**src/rtl/led_flow.sv**
```systemverilog
// rtl/led_flow.sv - one-hot running-light consumer for the 4-phase fs/fd key handshake
module led_flow #(
    parameter int LED_NUM   = 4,
    parameter int STEP_TIME = 100_000,
    parameter int ROUNDS    = 1
) (
    input  logic               clk,
    input  logic               rst,
    input  logic               fs,
    output logic               fd,
    output logic               busy,
    output logic [LED_NUM-1:0] led
);

    typedef enum logic [1:0] {
        S_IDLE = 2'd0,
        S_RUN  = 2'd1,
        S_DONE = 2'd2
    } state_t;

    localparam logic [31:0] CNT_LAST  = 32'(STEP_TIME - 1);
    localparam logic [15:0] STEP_LAST = 16'(LED_NUM * ROUNDS - 1);
    localparam logic [LED_NUM-1:0] LED_FIRST = {{(LED_NUM-1){1'b0}}, 1'b1};

    state_t             r_state;
    logic [31:0]        r_cnt;
    logic [15:0]        r_step;
    logic [LED_NUM-1:0] r_led;

    logic w_hold_end;
    assign w_hold_end = (r_cnt == CNT_LAST);

    always_ff @(posedge clk) begin
        if (rst) begin
            r_state <= S_IDLE;
            r_cnt   <= 32'd0;
            r_step  <= 16'd0;
            r_led   <= '0;
        end else begin
            case (r_state)
                S_IDLE: begin
                    r_led <= '0;
                    if (fs) begin
                        r_state <= S_RUN;
                        r_cnt   <= 32'd0;
                        r_step  <= 16'd0;
                        r_led   <= LED_FIRST;
                    end
                end
                S_RUN: begin
                    // A dropped fs is an upstream abort and wins over any step or finish.
                    if (!fs) begin
                        r_state <= S_IDLE;
                        r_led   <= '0;
                    end else if (w_hold_end && (r_step == STEP_LAST)) begin
                        r_state <= S_DONE;
                        r_led   <= '0;
                        r_cnt   <= 32'd0;
                    end else if (w_hold_end) begin
                        r_cnt  <= 32'd0;
                        r_step <= r_step + 16'd1;
                        r_led  <= {r_led[LED_NUM-2:0], r_led[LED_NUM-1]};
                    end else begin
                        r_cnt <= r_cnt + 32'd1;
                    end
                end
                S_DONE: begin
                    r_led <= '0;
                    if (!fs) r_state <= S_IDLE;
                end
                default: begin
                    r_state <= S_IDLE;
                    r_led   <= '0;
                end
            endcase
        end
    end

    assign fd   = (r_state == S_DONE);
    assign busy = (r_state == S_RUN);
    assign led  = r_led;

endmodule

```
**config.mk**
```make
export PLATFORM = sky130hd
export DESIGN_NAME = led_flow
export DESIGN_NICKNAME = d
export VERILOG_FILES = /design/src/rtl/led_flow.sv
export SDC_FILE = /design/constraint.sdc
export NUM_CORES = 1
export LEC_CHECK = 0
export ABC_AREA = 1
export CORE_ASPECT_RATIO = 1.5
export CORE_MARGIN = 3
export CORE_UTILIZATION = 60
export CTS_BUF_LIST = sky130_fd_sc_hd__clkbuf_16
export DETAILED_ROUTE_END_ITERATION = 10
export PLACE_DENSITY = 0.76
export REMOVE_ABC_BUFFERS = 1
export SETUP_SLACK_MARGIN = 0.15
export SYNTH_ARGS = -nofsm -noshare
export SYNTH_HDL_FRONTEND = slang
export SYNTH_SLANG_ARGS = --single-unit
```
**constraint.sdc**
```tcl
create_clock -name clk -period 4.4 [get_ports clk]
set_input_delay 0.44 -clock clk [delete_from_list [all_inputs] [get_ports clk]]
set_output_delay 0.44 -clock clk [all_outputs]
set_load 0.1 [all_outputs]
```
=== Word-level counts from Yosys, hierarchy flattened ===
Index checks and enable logic that the tools add are counted.

* Flip-flop bits (word level): 54
* Bits of input ports: 3

* $add $sub $neg: 2
* Equality and inequality tests: 11
* Mux-type cells: 20
* Reductions and logical operators: 6

{| class="wikitable"
|+ Operator list
! operator !! number
|-
| 32-bit 2-to-1 mux || 4
|-
| 16-bit 2-to-1 mux || 4
|-
| 32-bit one-hot mux with 2 select lines || 1
|-
| 32-bit by 1-bit adder with 32-bit output, second input constant || 1
|-
| 32-bit by 17-bit equality test with 1-bit output, second input constant || 1
|-
| 16-bit one-hot mux with 2 select lines || 1
|-
| 16-bit by 1-bit adder with 16-bit output, second input constant || 1
|-
| 16-bit by 2-bit equality test with 1-bit output, second input constant || 1
|-
| 4-bit 2-to-1 mux || 3
|-
| 2-bit 2-to-1 mux || 4
|-
| 2-bit inequality test, second input constant || 4
|-
| 4-bit one-hot mux with 2 select lines || 1
|-
| 2-bit one-hot mux with 3 select lines || 1
|-
| 3-bit AND reduction || 2
|-
| 5-bit AND reduction || 1
|-
| 4-bit by 2-bit inequality test with 1-bit output, second input constant || 1
|-
| 3-bit by 2-bit inequality test with 1-bit output, second input constant || 1
|-
| 2-bit by 1-bit equality test with 1-bit output, second input constant || 1
|-
| 2-bit equality test, second input constant || 1
|-
| 2-bit logical NOT || 1
|-
| 2-bit by 1-bit inequality test with 1-bit output, second input constant || 1
|-
| 2-bit nonzero test || 1
|-
| 1-bit logical AND || 1
|-
| 1-bit 2-to-1 mux || 1
|}

=== Logic depth before layout (Yosys ltp) ===
Gate-level depths: netlist (run 1).

* Depth in word-level cells: 5
* Gate-level depth with buffers: 13
* Depth with buffers taken out: 12

=== Least setup slack after synthesis (run 1) ===
Ideal clock, no wire load.

* Kind: reg-to-output
* Start: register r_state[1]
* End: output port fd
* Arrival: 1717 ps
* Data required time: 3960 ps
* Path slack: 2243 ps
* Cell stages (with the launch flop): 3
* Cells stage by stage: dfxtp_1 -> inv_1 -> nor2_1

* Word-level cells in the longest chain between the ends: 1

{| class="wikitable"
|+ Ends and longest elaborated chain
! element !! line !! RTL
|-
| start: declaration || 25 || <nowiki>state_t r_state;</nowiki>
|-
| start signal: assignment || 35 || <nowiki>r_state <= S_IDLE;</nowiki>
|-
| start signal: assignment || 44 || <nowiki>r_state <= S_RUN;</nowiki>
|-
| start signal: assignment || 53 || <nowiki>r_state <= S_IDLE;</nowiki>
|-
| 2-bit equality test || 79 || <nowiki>assign fd = (r_state == S_DONE);</nowiki>
|-
| end: declaration || 10 || <nowiki>output logic fd,</nowiki>
|}

Every way passes these cells.

=== Worst setup path in the final report (run 1) ===
* Start: register r_state[0]
* End: output port busy

* Word-level cells in the longest chain between the ends: 1

{| class="wikitable"
|+ Ends and longest elaborated chain
! element !! line !! RTL
|-
| 2-bit by 1-bit equality test with 1-bit output || 80 || <nowiki>assign busy = (r_state == S_RUN);</nowiki>
|-
| end: declaration || 11 || <nowiki>output logic busy,</nowiki>
|}

Every way passes these cells.

==> impl.org, run 1 <==
** Outcome
- The run finished with clean final reports.

** Detailed routing
- Once detail routing completed, the nets flagged for antenna violations numbered 0.
- Drt wl/cell :: 13.69 um
- Using the TritonRoute via totals, the vias-per-cell ratio works out to 5.493.
- DRC errors left :: 0
- The first routing iteration left 246 violations.
- Sum of routed wire length over all layers :: 8583 um
- Number of detailed-routing iterations run before antenna repair :: 4
- Vias after detailed routing :: 3,444

** Global route
- Pin count of the biggest net entering global routing :: 22
- Number of global-route vias before repair :: 3,333
- Global-route wire length before repair :: 14,720 um
- Overall Global Routing Usage :: 0.2802
- The number of antenna violations at the first check in global routing is 0.
- Total grt overflow :: 0

** Cells and area
- Antenna diode instance count :: 0
- In the layout the commonest cells are nand2_1, nor2_1, dfxtp_1.
- Summing all non-filler instances in the final layout gives an area of 3694 um^2.
- Net total in the final layout :: 561
- Share of final-layout standard cells stronger than drive strength 1 :: 0.1005
- Compared with the post-synthesis result, the final layout area differs by 6.995%.
- Layout fillers :: 555
- Most frequent standard cell in the layout excluding fill and tap cells :: nand2_1

** STA
- Headroom to the max-slew limit came out at 0.3550.
- Final number of max-transition violations :: 0
- Measured slew at the worst slew-check pin :: 0.9644 ns
- Ratio of final minimum period to clock period :: 0.6012
- Setup violations remaining at the end of the flow were counted as 0.
- Hold is met by 0.4953 ns.
- Max Clock Freq :: 378.1 MHz
- Between clock sinks in the finished design, the worst skew comes to 0.008682 ns.
- Final setup TNS :: 0 ns
- The number of hold violations in the final report is 0.
- Unrepaired setup endpoints after global routing :: no
- After layout, the worst setup slack is 1.755 ns.
- For the finished layout, the period the worst path requires is 2.645 ns.

** Synth
- Of the total synthesized cell area, the portion taken by AND, OR, NAND and NOR gates is 0.4893.
- Number of enable flip-flop cells after synthesis :: 0
- Of the synthesized area, sequential elements account for 0.3132.
- Mean Syn Cell Area :: 6.254 um^2
- Synthesized netlist cell count :: 552
- The share of synthesized area in the top cell type comes to 0.3132.
- Arithmetic-cell share of the synthesized area counting full adders, half adders and majority gates :: 0.007249
- Dominant register cell in the synthesized netlist :: dfxtp_1
- Largest family of logic cells by synthesized area :: simple AND/OR/NAND/NOR gates
- In the synthesized netlist the async set-or-reset flop fraction comes to 0.
- The mapped netlist covers 3452 um^2.
- Yosys mapped the design onto 32 distinct sky130hd cell types.
- Multiplexer share of the synthesized area :: 0
- The fraction of the mapped netlist area in compound gates is 0.06814.
- Post-synthesis share of cell area spent on xor and xnor gates :: 0.03045
- After synthesis the netlist holds a flip-flop and latch count of 54.
- Yosys attributes the largest share of cell area to dfxtp_1, nand2_1, nor2_1.
- Total number of yosys warnings :: 0
- Top cell type by total area after synthesis :: dfxtp_1

** Place
- The congestion estimate from routability-driven global placement came to 0.9231.
- Port-buffer cells :: 8
- DP Area :: 3551 um^2
- Prior to clock tree synthesis, the placed netlist has a worst setup slack of 1.911 ns.
- The wire-length estimate of the detail-placed layout is 6480 um.

** Power
- The analysis attributes to cell leakage a power of 1.284 nW.
- The design draws 0.9545 mW.
- Across the VDD grid, the largest voltage drop is 0.1869 mV.
- Power Dens Cells :: 258.4 nW/um^2

** CTS
- For this design, the sink count on the clock tree is 54.
- Post-CTS clock slew at the launch and capture registers of the worst setup and hold paths :: 0.07 ns
- Post-CTS repair changed the size of 0 cells.
- The clock passes through at most 2 buffers.
- TritonCTS built the clock tree.
- CTS H-Tree Depth :: 2
- Clk Latency, worst-skew pair :: 0.30 ns
- Root buffer cell :: clkbuf_16
- TritonCTS created 5 clock buffers.
- The number of setup buffers added after CTS is 0.
- After clock tree synthesis, the flow added hold-fix buffers numbering 0.

** Run
- Max_cap viols :: 0

** Die
- The floorplan has 33 rows.
- The region available for standard cell placement spans 5533 um^2.
- From bottom edge to top edge, the die measures 98.90 um.
- The die covers 6718 um^2.
- I/O pin count :: 9
- Effective utilization at floorplan :: 0.6239
- From left edge to right edge, the die measures 67.93 um.

** Critical path
- Required time at the worst-slack endpoint :: 3.96 ns
- In this run the worst path has a maximum fanout of 8.
- Type of destination of the critical path :: output pin
- Worst setup path category :: flop to output pin
- Data arrival, critical path :: 2.21 ns
- FF-to-FF setup slack :: 2.06 ns
- STA classifies the critical path startpoint as a flop.

** Worst hold path
- HP Class :: flop to flop
[cell usage after synthesis, types with 2 or more instances]
cell type and instances:
o21ai_0 7, xnor2_1 2, dfxtp_1 54, clkbuf_1 5, ha_1 2, nor2_2 5
nor2_1 123, xor2_1 10, buf_2 4, nor3_1 32, nand3_1 29, buf_6 4
nor4_1 3, nor2_4 3, inv_2 13, a21oi_1 14, inv_1 49, nand4_1 18
nand3_2 12, a21oi_2 10, nand2_1 139, nor3b_1 4
[cell type report]
cell class,instances,area [um^2],area share
Tap cell,70,87.58,0.02371
Clock buffer,5,125.1,0.03388
Timing Repair Buffer,10,95.09,0.02575
Inverter,62,232.7,0.06301
Multi-Input combinational cell,423,2054,0.5562
Clock inverter,3,17.52,0.004743
Sequential cell,54,1081,0.2927
[final timing paths]
kind,from,endpoint,depth (start not counted)
worst min register to register,led[1]$_SDFFE_PP0P_,led[1]$_SDFFE_PP0P_,2
worst max-delay path,r_state[0]$_SDFFE_PP0P_,busy,3
worst min-delay path,led[1]$_SDFFE_PP0P_,led[1]$_SDFFE_PP0P_,2
worst max register to register,r_cnt[0]$_SDFFE_PP0P_,r_cnt[25]$_SDFFE_PP0P_,12
[layer usage]
layer,GRT usage,vias up,wire length [um]
met5,0,-,0
li1,-,1768,-
met1,0.3063,1569,3253
met3,0.03877,28,332
met4,0.1194,0,292
met2,0.5134,79,4704
[worst max-delay path: stages, from the launching register on]
cell and delay (ns):
dfxtp_1 0.35, inv_1 0.09, nor2_4 0.27, clkdlybuf4s50_1 1.20
[logic make-up (layout without fill, tap and decap cells)]
logic type	after synthesis	count (layout)
simple gates	373	373
buf+inv	75	80
flops	54	54
compound gates	36	36
xor+xnor	12	12
fa+ha+maj	2	2
[flip-flops by register name, summed over array words and instances (netlist names)]
signal and count:
r_cnt 32, r_state 2, led 4, r_step 16
[report_power, final]
group	switching, mW	total, mW	internal [mW]	leakage [nW]
sequential	0.00376	0.496	0.492	0.436
combinational	0.0495	0.0646	0.0150	0.773
clock	0.184	0.394	0.209	0.0750
total	0.238	0.954	0.717	1.28
[per-stage QoR]
stage,instances,utilization
floorplan,539,-
detailed placement,619,0.6418
CTS,627,0.6676
global placement,619,0.6418
finish,627,0.6676
global route,627,0.6676
Note: power is estimated with default switching activity, not from simulation.
==> run 2: changes to the inputs <==
==> constraint.sdc (replaced) <==
create_clock -name clk -period 2.51 [get_ports clk]
set_input_delay 0.251 -clock clk [delete_from_list [all_inputs] [get_ports clk]]
set_output_delay 0.251 -clock clk [all_outputs]
set_load 0.1 [all_outputs]
==> run 2 against run 1 <==
Against the previous run: utilization rose by 0.95 points; clock-buffer cell count did not move; final cell count grew 0.80%; combinational power is 86% higher; first-iteration DRC count fell by 36%; cell area is 1.4% higher; total power grew 88%; setup slack got worse by 1.2 ns; clock power rose by 110%.
==> impl.org, run 2 (same netlist as run 1, synthesis figures left out) <==
** Detailed routing
- Drt wl/cell :: 13.58 um (was 13.69 um)
- The number of nets still failing antenna checks after routing is 0 (unchanged).
- The detailed-routing iteration count for the pre-antenna-repair pass is 5 (was 4).
- The violation count after the first detailed-routing iteration was 158 (was 246).
- The routed via count divided by cell count came to 5.525 (was 5.493).
- The post-detailed-routing wire length was 8584 um (was 8583 um).
- Vias after detailed routing :: 3,492 (was 3,444)
- The number of DRC violations after detailed routing is 0 (unchanged).

** Global route
- Overall Global Routing Usage :: 0.2800 (was 0.2802)
- The maximum number of pins on one net before global-route repair came to 20 (was 22).
- The global-route wire length before repair is 14,580 um (was 14,720 um).
- Total grt overflow :: 0 (unchanged)
- Number of global-route vias before repair :: 3,314 (was 3,333)
- Number of antenna violations at the first check in global routing :: 0 (unchanged)

** Critical path
- The cell with the biggest individual delay on the critical path is dfxtp_1 (was clkdlybuf4s50_1).
- The maximum fanout encountered on the critical timing path was 15 (was 8).
- The logic depth of the worst setup path including buffers was 11 (was 3).
- The buffer and inverter count on the worst path was 2 (unchanged).
- Length in cells of the worst reg-to-reg path :: 11 (was 12)
- The data required time at the worst endpoint was 2.74 ns (was 3.96 ns).
- The worst endpoint data arrival time came to 2.18 ns (was 2.21 ns).
- The path type of the worst setup path was flop to flop (was flop to output pin).
- The kind of end point of the critical path is a flop (was output pin).
- Cell-by-cell listing of the critical path: ha_1 -> inv_1 -> nor2_2 -> nand3_2 -> nor2_4 -> nand2_4 -> nand2_1 -> nand3_2 -> inv_1 -> nor2_1 -> nor2_1 (was inv_1 -> nor2_4 -> clkdlybuf4s50_1).
- The kind of cell adding the most delay to the critical path is simple AND/OR/NAND/NOR gates (was buffers and inverters).
- Startpoint Class :: flop (unchanged)
- The largest incremental delay on the critical path came to 0.37 ns (was 1.20 ns).

** Power
- The cell leakage power came to 1.328 nW (was 1.284 nW).
- The areal power density over the cells is 480.1 nW/um^2 (was 258.4 nW/um^2).
- The switching power summed over all nets was 0.4280 mW (was 0.2377 mW).
- The switching portion of total power was 0.2380 (was 0.2490).
- Clock share of power :: 0.450 (was 0.413)
- Proportion of power drawn by combinational gates :: 0.067 (was 0.068)
- The cell internal power dissipation came to 1.371 mW (was 0.7168 mW).
- The peak supply drop is 0.3243 mV (was 0.1869 mV).
- The overall power after layout is 1.799 mW (was 0.9545 mW).
- Fraction of power consumed by sequential logic :: 0.483 (was 0.520)

** CTS
- The number of levels in the clock H-tree was 2 (unchanged).
- Clock buffer count from CTS :: 5 (unchanged)
- Number of setup buffers added after CTS :: 0 (unchanged)
- The TritonCTS clock tree is done (unchanged).
- Clock Path Buffers :: 2 (unchanged)
- Clk sinks :: 54 (unchanged)
- Clk Latency, worst-skew pair :: 0.30 ns (about the same)
- The clock-pin slew reported for the worst setup and hold paths after clock tree synthesis is 0.08 ns (was 0.07 ns).
- The post-CTS resize count came to 0 (unchanged).
- Cts-stage hold buffer count :: 0 (unchanged)
- Root buffer cell :: clkbuf_16 (unchanged)

** Place
- The estimated wirelength of the detail-placed design is 6578 um (was 6480 um).
- The placer congestion estimate came to 0.9127 (was 0.9231).
- The total of buffers placed on input and output ports is 8 (unchanged).

** Die
- Core Footprint :: 5533 um^2 (unchanged)
- Vert. Die Dim :: 98.90 um (unchanged)
- The effective utilization at floorplan was 0.6239 (unchanged).
- The floorplan row count is 33 (unchanged).
- The full die area was 6718 um^2 (unchanged).
- The die width is 67.93 um (unchanged).
- I/O pin count :: 9 (unchanged)

** Outcome
- Outcome: finished, final reports clean (unchanged).

** STA
- Unrepaired setup endpoints after global routing: no (unchanged).
- The setup TNS is 0 ns (unchanged).
- Endpoints failing setup :: 0 (unchanged)
- Final number of max-transition violations :: 0 (unchanged)
- After layout, the minimum clock period comes to 1.953 ns.
- Slew HR :: 0.6967 (was 0.3550)
- In the finished design, the share of the clock period the worst path needs comes to 0.7779.
- The largest clock skew in the final design was 0.008601 ns (was 0.008682 ns).
- Measured slew at the worst slew-check pin :: 0.4544 ns (was 0.9644 ns)
- Max Clock Freq :: 512.1 MHz
- Hold slack :: 0.5029 ns (was 0.4953 ns)
- The number of hold violations in the final report came to 0 (unchanged).

** Worst hold path
- The instance count along the most critical hold path came to 2 (unchanged).
- HP Class :: flop to flop (unchanged)

** Cells and area
- The area of all sequential standard cells came to 1081 um^2 (unchanged).
- Net total in the final layout :: 566 (was 561)
- The area overhead of the layout relative to synthesis came to 8.517% (was 6.995%).
- The combined area of the multi-input logic cells was 2054 um^2 (unchanged).
- Max FFs per register :: 32 (unchanged)
- The commonest non-fill, non-tap cell in the layout was nand2_1 (unchanged).
- The number of fill cells in the layout was 512 (was 555).
- Most frequent cells in the layout: nand2_1, nor2_1, dfxtp_1 (unchanged).
- The register with the highest flop count is r_cnt (unchanged).
- Antenna diode instance count :: 0 (unchanged)
- The fraction of final layout cells with drive strength greater than 1 was 0.1210 (was 0.1005).

** Run
- Max_cap viols :: 0 (unchanged)
## run 2: path summary, 6_finish.rpt
check,endpoint,startpoint,slack (ns)
setup / recovery,r_step[1]$_SDFFE_PP0P_,r_cnt[0]$_SDFFE_PP0P_,0.56
hold / removal,led[3]$_SDFFE_PP0P_,led[3]$_SDFFE_PP0P_,0.50
hold reg to reg,led[3]$_SDFFE_PP0P_,led[3]$_SDFFE_PP0P_,0.50
setup reg to reg,r_step[1]$_SDFFE_PP0P_,r_cnt[0]$_SDFFE_PP0P_,0.56
## run 2: metrics by stage
step | setup WS (ns) | std cells | instance area (um^2) | utilization
2_1_floorplan | 0.3712 | 539 | 3368 | -
3_3_place_gp | 0.5372 | 624 | 3573 | 0.6459
3_5_place_dp | 0.4456 | 624 | 3573 | 0.6459
4_1_cts | 0.5583 | 632 | 3746 | 0.6771
5_1_grt | 0.3510 | 632 | 3746 | 0.6771
6_report | 0.5574 | 632 | 3746 | 0.6771
## run 2: per-layer routing
layer  part of all wire  GRT usage  vias up
met5                  0          0        -
met4              0.033     0.1179        0
met3              0.033    0.03193       27
met2               0.55     0.5401       81
met1               0.39     0.2849     1599
li1                   -          -     1785
## run 2: final cells by class
| type | instances | area share |
|---|---|---|
| Multi-Input combinational cell | 423 | 0.5484 |
| Sequential cell | 54 | 0.2886 |
| Inverter | 62 | 0.06212 |
| Clock buffer | 5 | 0.03340 |
| Timing Repair Buffer | 15 | 0.03140 |
| Tap cell | 70 | 0.02338 |
| Clock inverter | 3 | 0.01269 |
## run 2: worst min-delay path, cell delays in order, from the launching register on
cell and delay [ns]:
dfxtp_1 0.34, nand2_1 0.07, a21oi_1 0.05
## run 2: power groups by stage
stage	clock network, mW	logic (mW)	registers [mW]
after global routing	0.851	0.132	0.870
after floorplan	0	0.0697	0.895
after CTS	0.826	0.120	0.869
after detailed placement	0	0.119	0.890
after global placement	0	0.117	0.889
final	0.809	0.120	0.869
==> run 3: changes to the inputs <==
==> constraint.sdc (replaced) <==
create_clock -name clk -period 1.9 [get_ports clk]
set_input_delay 0.19 -clock clk [delete_from_list [all_inputs] [get_ports clk]]
set_output_delay 0.19 -clock clk [all_outputs]
set_load 0.1 [all_outputs]
==> run 3 against run 2 <==
Against the previous run: utilization grew 6.3 points; hold slack worse by 0.015 ns; critical path depth down 1; via count rose by 5.0%; clock skew decreased by 0.00086 ns; die area did not move; largest cell class unchanged; non-clock buffer count increased by 15; register-to-register slack worse by 0.40 ns; critical endpoint is now r_step[0]$_SDFFE_PP0P_; cell area increased by 9.3%.
==> impl.org, run 3 (same netlist as run 1, synthesis figures left out) <==
** Critical path
- The kind of end point of the critical path is a flop (unchanged).
- The worst setup slack for register-to-register paths was 0.16 ns (was 0.56 ns).
- The terminus of the critical flop-to-flop path is r_step[0]$_SDFFE_PP0P_ (was r_step[1]$_SDFFE_PP0P_).
- Slowest cell on the critical path :: dfxtp_1 (unchanged)
- Startpoint Class :: flop (unchanged)
- The reg-to-reg critical path startpoint is r_step[1]$_SDFFE_PP0P_ (was r_cnt[0]$_SDFFE_PP0P_).
- The worst-case reg-to-reg path depth was 10 (was 11).
- Cell-by-cell listing of the critical path: ha_4 -> nand3_1 -> nor2_1 -> nand2_1 -> nor2_2 -> nand3_4 -> buf_6 -> nand3_1 -> nand2_1 -> nor2_1 (was ha_1 -> inv_1 -> nor2_2 -> nand3_2 -> nor2_4 -> nand2_4 -> nand2_1 -> nand3_2 -> inv_1 -> nor2_1 -> nor2_1).
- Critical path's largest stage delay :: 0.41 ns (was 0.37 ns)
- Data arrival, critical path :: 1.97 ns (was 2.18 ns)
- Required time at the worst-slack endpoint :: 2.13 ns (was 2.74 ns)
- The path type of the worst setup path is flop to flop (unchanged).
- The maximum fanout encountered on the critical timing path is 17 (was 15).
- Crit path launch :: r_step[1]$_SDFFE_PP0P_ (was r_cnt[0]$_SDFFE_PP0P_)

** Detailed routing
- The detailed-routed wire length on met2 was 5240 um (was 4701 um).
- The post-route met1 wirelength was 3657 um (was 3310 um).
- The wire length on met3 is 273 um (was 287 um).
- The number of DRC violations after detailed routing is 0 (unchanged).
- The post-detailed-routing wire length was 9672 um (was 8584 um).
- The detailed-routing iteration count for the pre-antenna-repair pass came to 4 (was 5).
- Vias after detailed routing :: 3,668 (was 3,492)
- The violation count after the first detailed-routing iteration is 190 (was 158).
- The average routed wire per standard cell was 14.95 um (was 13.58 um).
- The number of nets still failing antenna checks after routing came to 0 (unchanged).
- Highest metal used :: met4 (unchanged)
- The routed via count divided by cell count came to 5.669 (was 5.525).

** Outcome
- Outcome: finished, final reports clean (unchanged).

** STA
- Unrepaired setup endpoints after global routing :: yes (was no)
- The largest clock skew in the final design came to 0.007740 ns (was 0.008601 ns).
- Final hold violation count :: 0 (unchanged)
- Slew HR :: 0.6678 (was 0.6967)
- Final number of max-transition violations :: 0 (unchanged)
- Max Clock Freq :: 574.7 MHz (was 512.1 MHz)
- The minimum hold slack came to 0.4881 ns (was 0.5029 ns).
- Endpoints failing setup :: 0 (unchanged)
- The slew of the pin with the lowest slew margin was 0.4978 ns (was 0.4544 ns).
- The minimum period implied by the final worst setup slack was 1.740 ns (was 1.953 ns).
- Ratio of final minimum period to clock period :: 0.9158 (was 0.7779)

** Place
- The placer congestion estimate is 0.9258 (was 0.9127).
- The total of buffers placed on input and output ports is 8 (unchanged).
- The cell count after placement came to 633 (was 624).
- The estimated wirelength of the detail-placed design came to 6830 um (was 6578 um).

** Cells and area
- Layout Area Growth over Synthesis :: 18.56% (was 8.517%)
- The net count of the finished layout came to 582 (was 566).
- The register with the highest flop count was r_cnt (unchanged).
- Share of final-layout standard cells stronger than drive strength 1 :: 0.2097 (was 0.1210)
- Layout fillers :: 472 (was 512)
- Area used by multi-input combinational logic :: 2226 um^2 (was 2054 um^2)
- Number of non-filler instances in the completed layout :: 647 (was 632)
- The final design utilization was 0.7397 (was 0.6771).
- Most frequent standard cell in the layout excluding fill and tap cells :: nand2_1 (unchanged)
- The area of all sequential standard cells came to 1101 um^2 (was 1081 um^2).
- Max FFs per register :: 32 (unchanged)
- Most frequent cells in the layout: nand2_1, nor2_1, inv_1 (was nand2_1, nor2_1, dfxtp_1).
- Antenna diode instance count :: 0 (unchanged)

** CTS
- The number of buffers created by CTS was 5 (unchanged).
- The number of clock sinks came to 54 (unchanged).
- Clock Path Buffers :: 2 (unchanged)
- The hold buffer count at cts came to 0 (unchanged).
- The clock-pin slew reported for the worst setup and hold paths after clock tree synthesis was 0.07 ns (was 0.08 ns).
- CTS H-Tree Depth :: 2 (unchanged)
- Root buffer cell :: clkbuf_16 (unchanged)
- The clock latency on the worst-skew pair came to 0.29 ns (was 0.30 ns).
- Clock tree from TritonCTS :: done (unchanged)

** Power
- The peak supply drop was 0.3614 mV (was 0.3243 mV).
- Power Dens Cells :: 553.0 nW/um^2 (was 480.1 nW/um^2)
- Clock share of power :: 0.396 (was 0.450)
- The power share of the combinational group was 0.096 (was 0.067).
- Leakage power :: 1.478 nW (was 1.328 nW)
- Internal Power :: 1.697 mW (was 1.371 mW)
- Fraction of power consumed by sequential logic :: 0.508 (was 0.483)
- The switching power summed over all nets is 0.5668 mW (was 0.4280 mW).
- The switching portion of total power is 0.2504 (was 0.2380).

** Global route
- The via count of the first global-routing pass came to 3,590 (was 3,314).
- Overall Global Routing Usage :: 0.2840 (was 0.2800)
- Global-route wire length before repair :: 15,000 um (was 14,580 um)
- Total grt overflow :: 0 (unchanged)
- Number of antenna violations at the first check in global routing :: 0 (unchanged)
- The maximum number of pins on one net before global-route repair is 20 (unchanged).

** Run
- The count of maximum capacitance violations came to 0 (unchanged).

** Die
- Core Rows :: 33 (unchanged)
- The total core area was 5533 um^2 (unchanged).
- Effective utilization at floorplan :: 0.6239 (unchanged)
- The die width is 67.93 um (unchanged).
- The I/O pin total is 9 (unchanged).
- The floorplan die height came to 98.90 um (unchanged).
- DIE AREA :: 6718 um^2 (unchanged)

** Worst hold path
- The end point of the worst hold path was r_state[1]$_SDFFE_PP0P_ (was led[3]$_SDFFE_PP0P_).
- HP Class :: input pin to flop (was flop to flop)
- Origin of the worst min-delay path :: fs (was led[3]$_SDFFE_PP0P_)
- The instance count along the most critical hold path was 3 (was 2).
## run 3: cell count changes in the layout (fill, tap and decap cells not counted), sizes merged
cell / delta
buf: +14
clkinvlp: +2
bufinv: -1
clkbuf: +1
clkinv: -1
inv: -1
nand3: +1
## run 3: layout make-up
cell class	instances	area share
Clock buffer	5	0.03057
Inverter	62	0.05809
Multi-Input combinational cell	424	0.5439
Clock inverter	2	0.003669
Sequential cell	54	0.2690
Tap cell	70	0.02140
Timing Repair Buffer	30	0.07337
## run 3: power by group through the flow
| stage | combinational, mW | sequential (mW) | clock, mW |
|---|---|---|---|
| 5_1_grt | 0.231 | 1.15 | 0.942 |
| 3_3_place_gp | 0.171 | 1.17 | 0 |
| 6_report | 0.217 | 1.15 | 0.896 |
| 3_5_place_dp | 0.174 | 1.17 | 0 |
| 2_1_floorplan | 0.0921 | 1.18 | 0 |
| 4_1_cts | 0.186 | 1.15 | 0.905 |
## run 3: how the worst max path moves through the flow
stage	end	cells past startpoint
2_1_floorplan	r_state[1]$_SDFFE_PP0P_	4
4_1_cts	r_step[10]$_SDFFE_PP0P_	9
3_5_place_dp	r_cnt[27]$_SDFFE_PP0P_	11
3_3_place_gp	r_cnt[27]$_SDFFE_PP0P_	10
6_report	r_step[0]$_SDFFE_PP0P_	10
5_1_grt	r_step[0]$_SDFFE_PP0P_	10
## run 3: stage by stage
stage | cell area (um^2) | setup WS, ns | setup TNS (ns) | power, mW
after floorplan | 3368 | -0.2388 | -1.412 | 1.274
after global placement | 3679 | -0.06676 | -0.1690 | 1.346
after detailed placement | 3679 | -0.1558 | -0.9112 | 1.349
after CTS | 3860 | 0.08617 | 0 | 2.240
after global routing | 4093 | 0.06285 | 0 | 2.325
final | 4093 | 0.1600 | 0 | 2.263
## run 3: per-layer routing
layer,track usage,vias up
li1,-,1809
met1,0.2817,1705
met2,0.5327,109
met3,0.03079,45
met4,0.1685,0
met5,0,-
## run 3: repair_timing
item,in CTS,in global routing
setup endpoints to repair,46,52
gates resized for setup,8,51
buffers inserted,1,3
cloned,1,2
pin swaps,1,21
## run 3: critical path: cells and delay by family (launching register included)
family,cells,cell delay (ns)
and+or+nand+nor,8,0.89
DFF,1,0.41
buffers and inverters,1,0.20
adders and majority gates,1,0.18
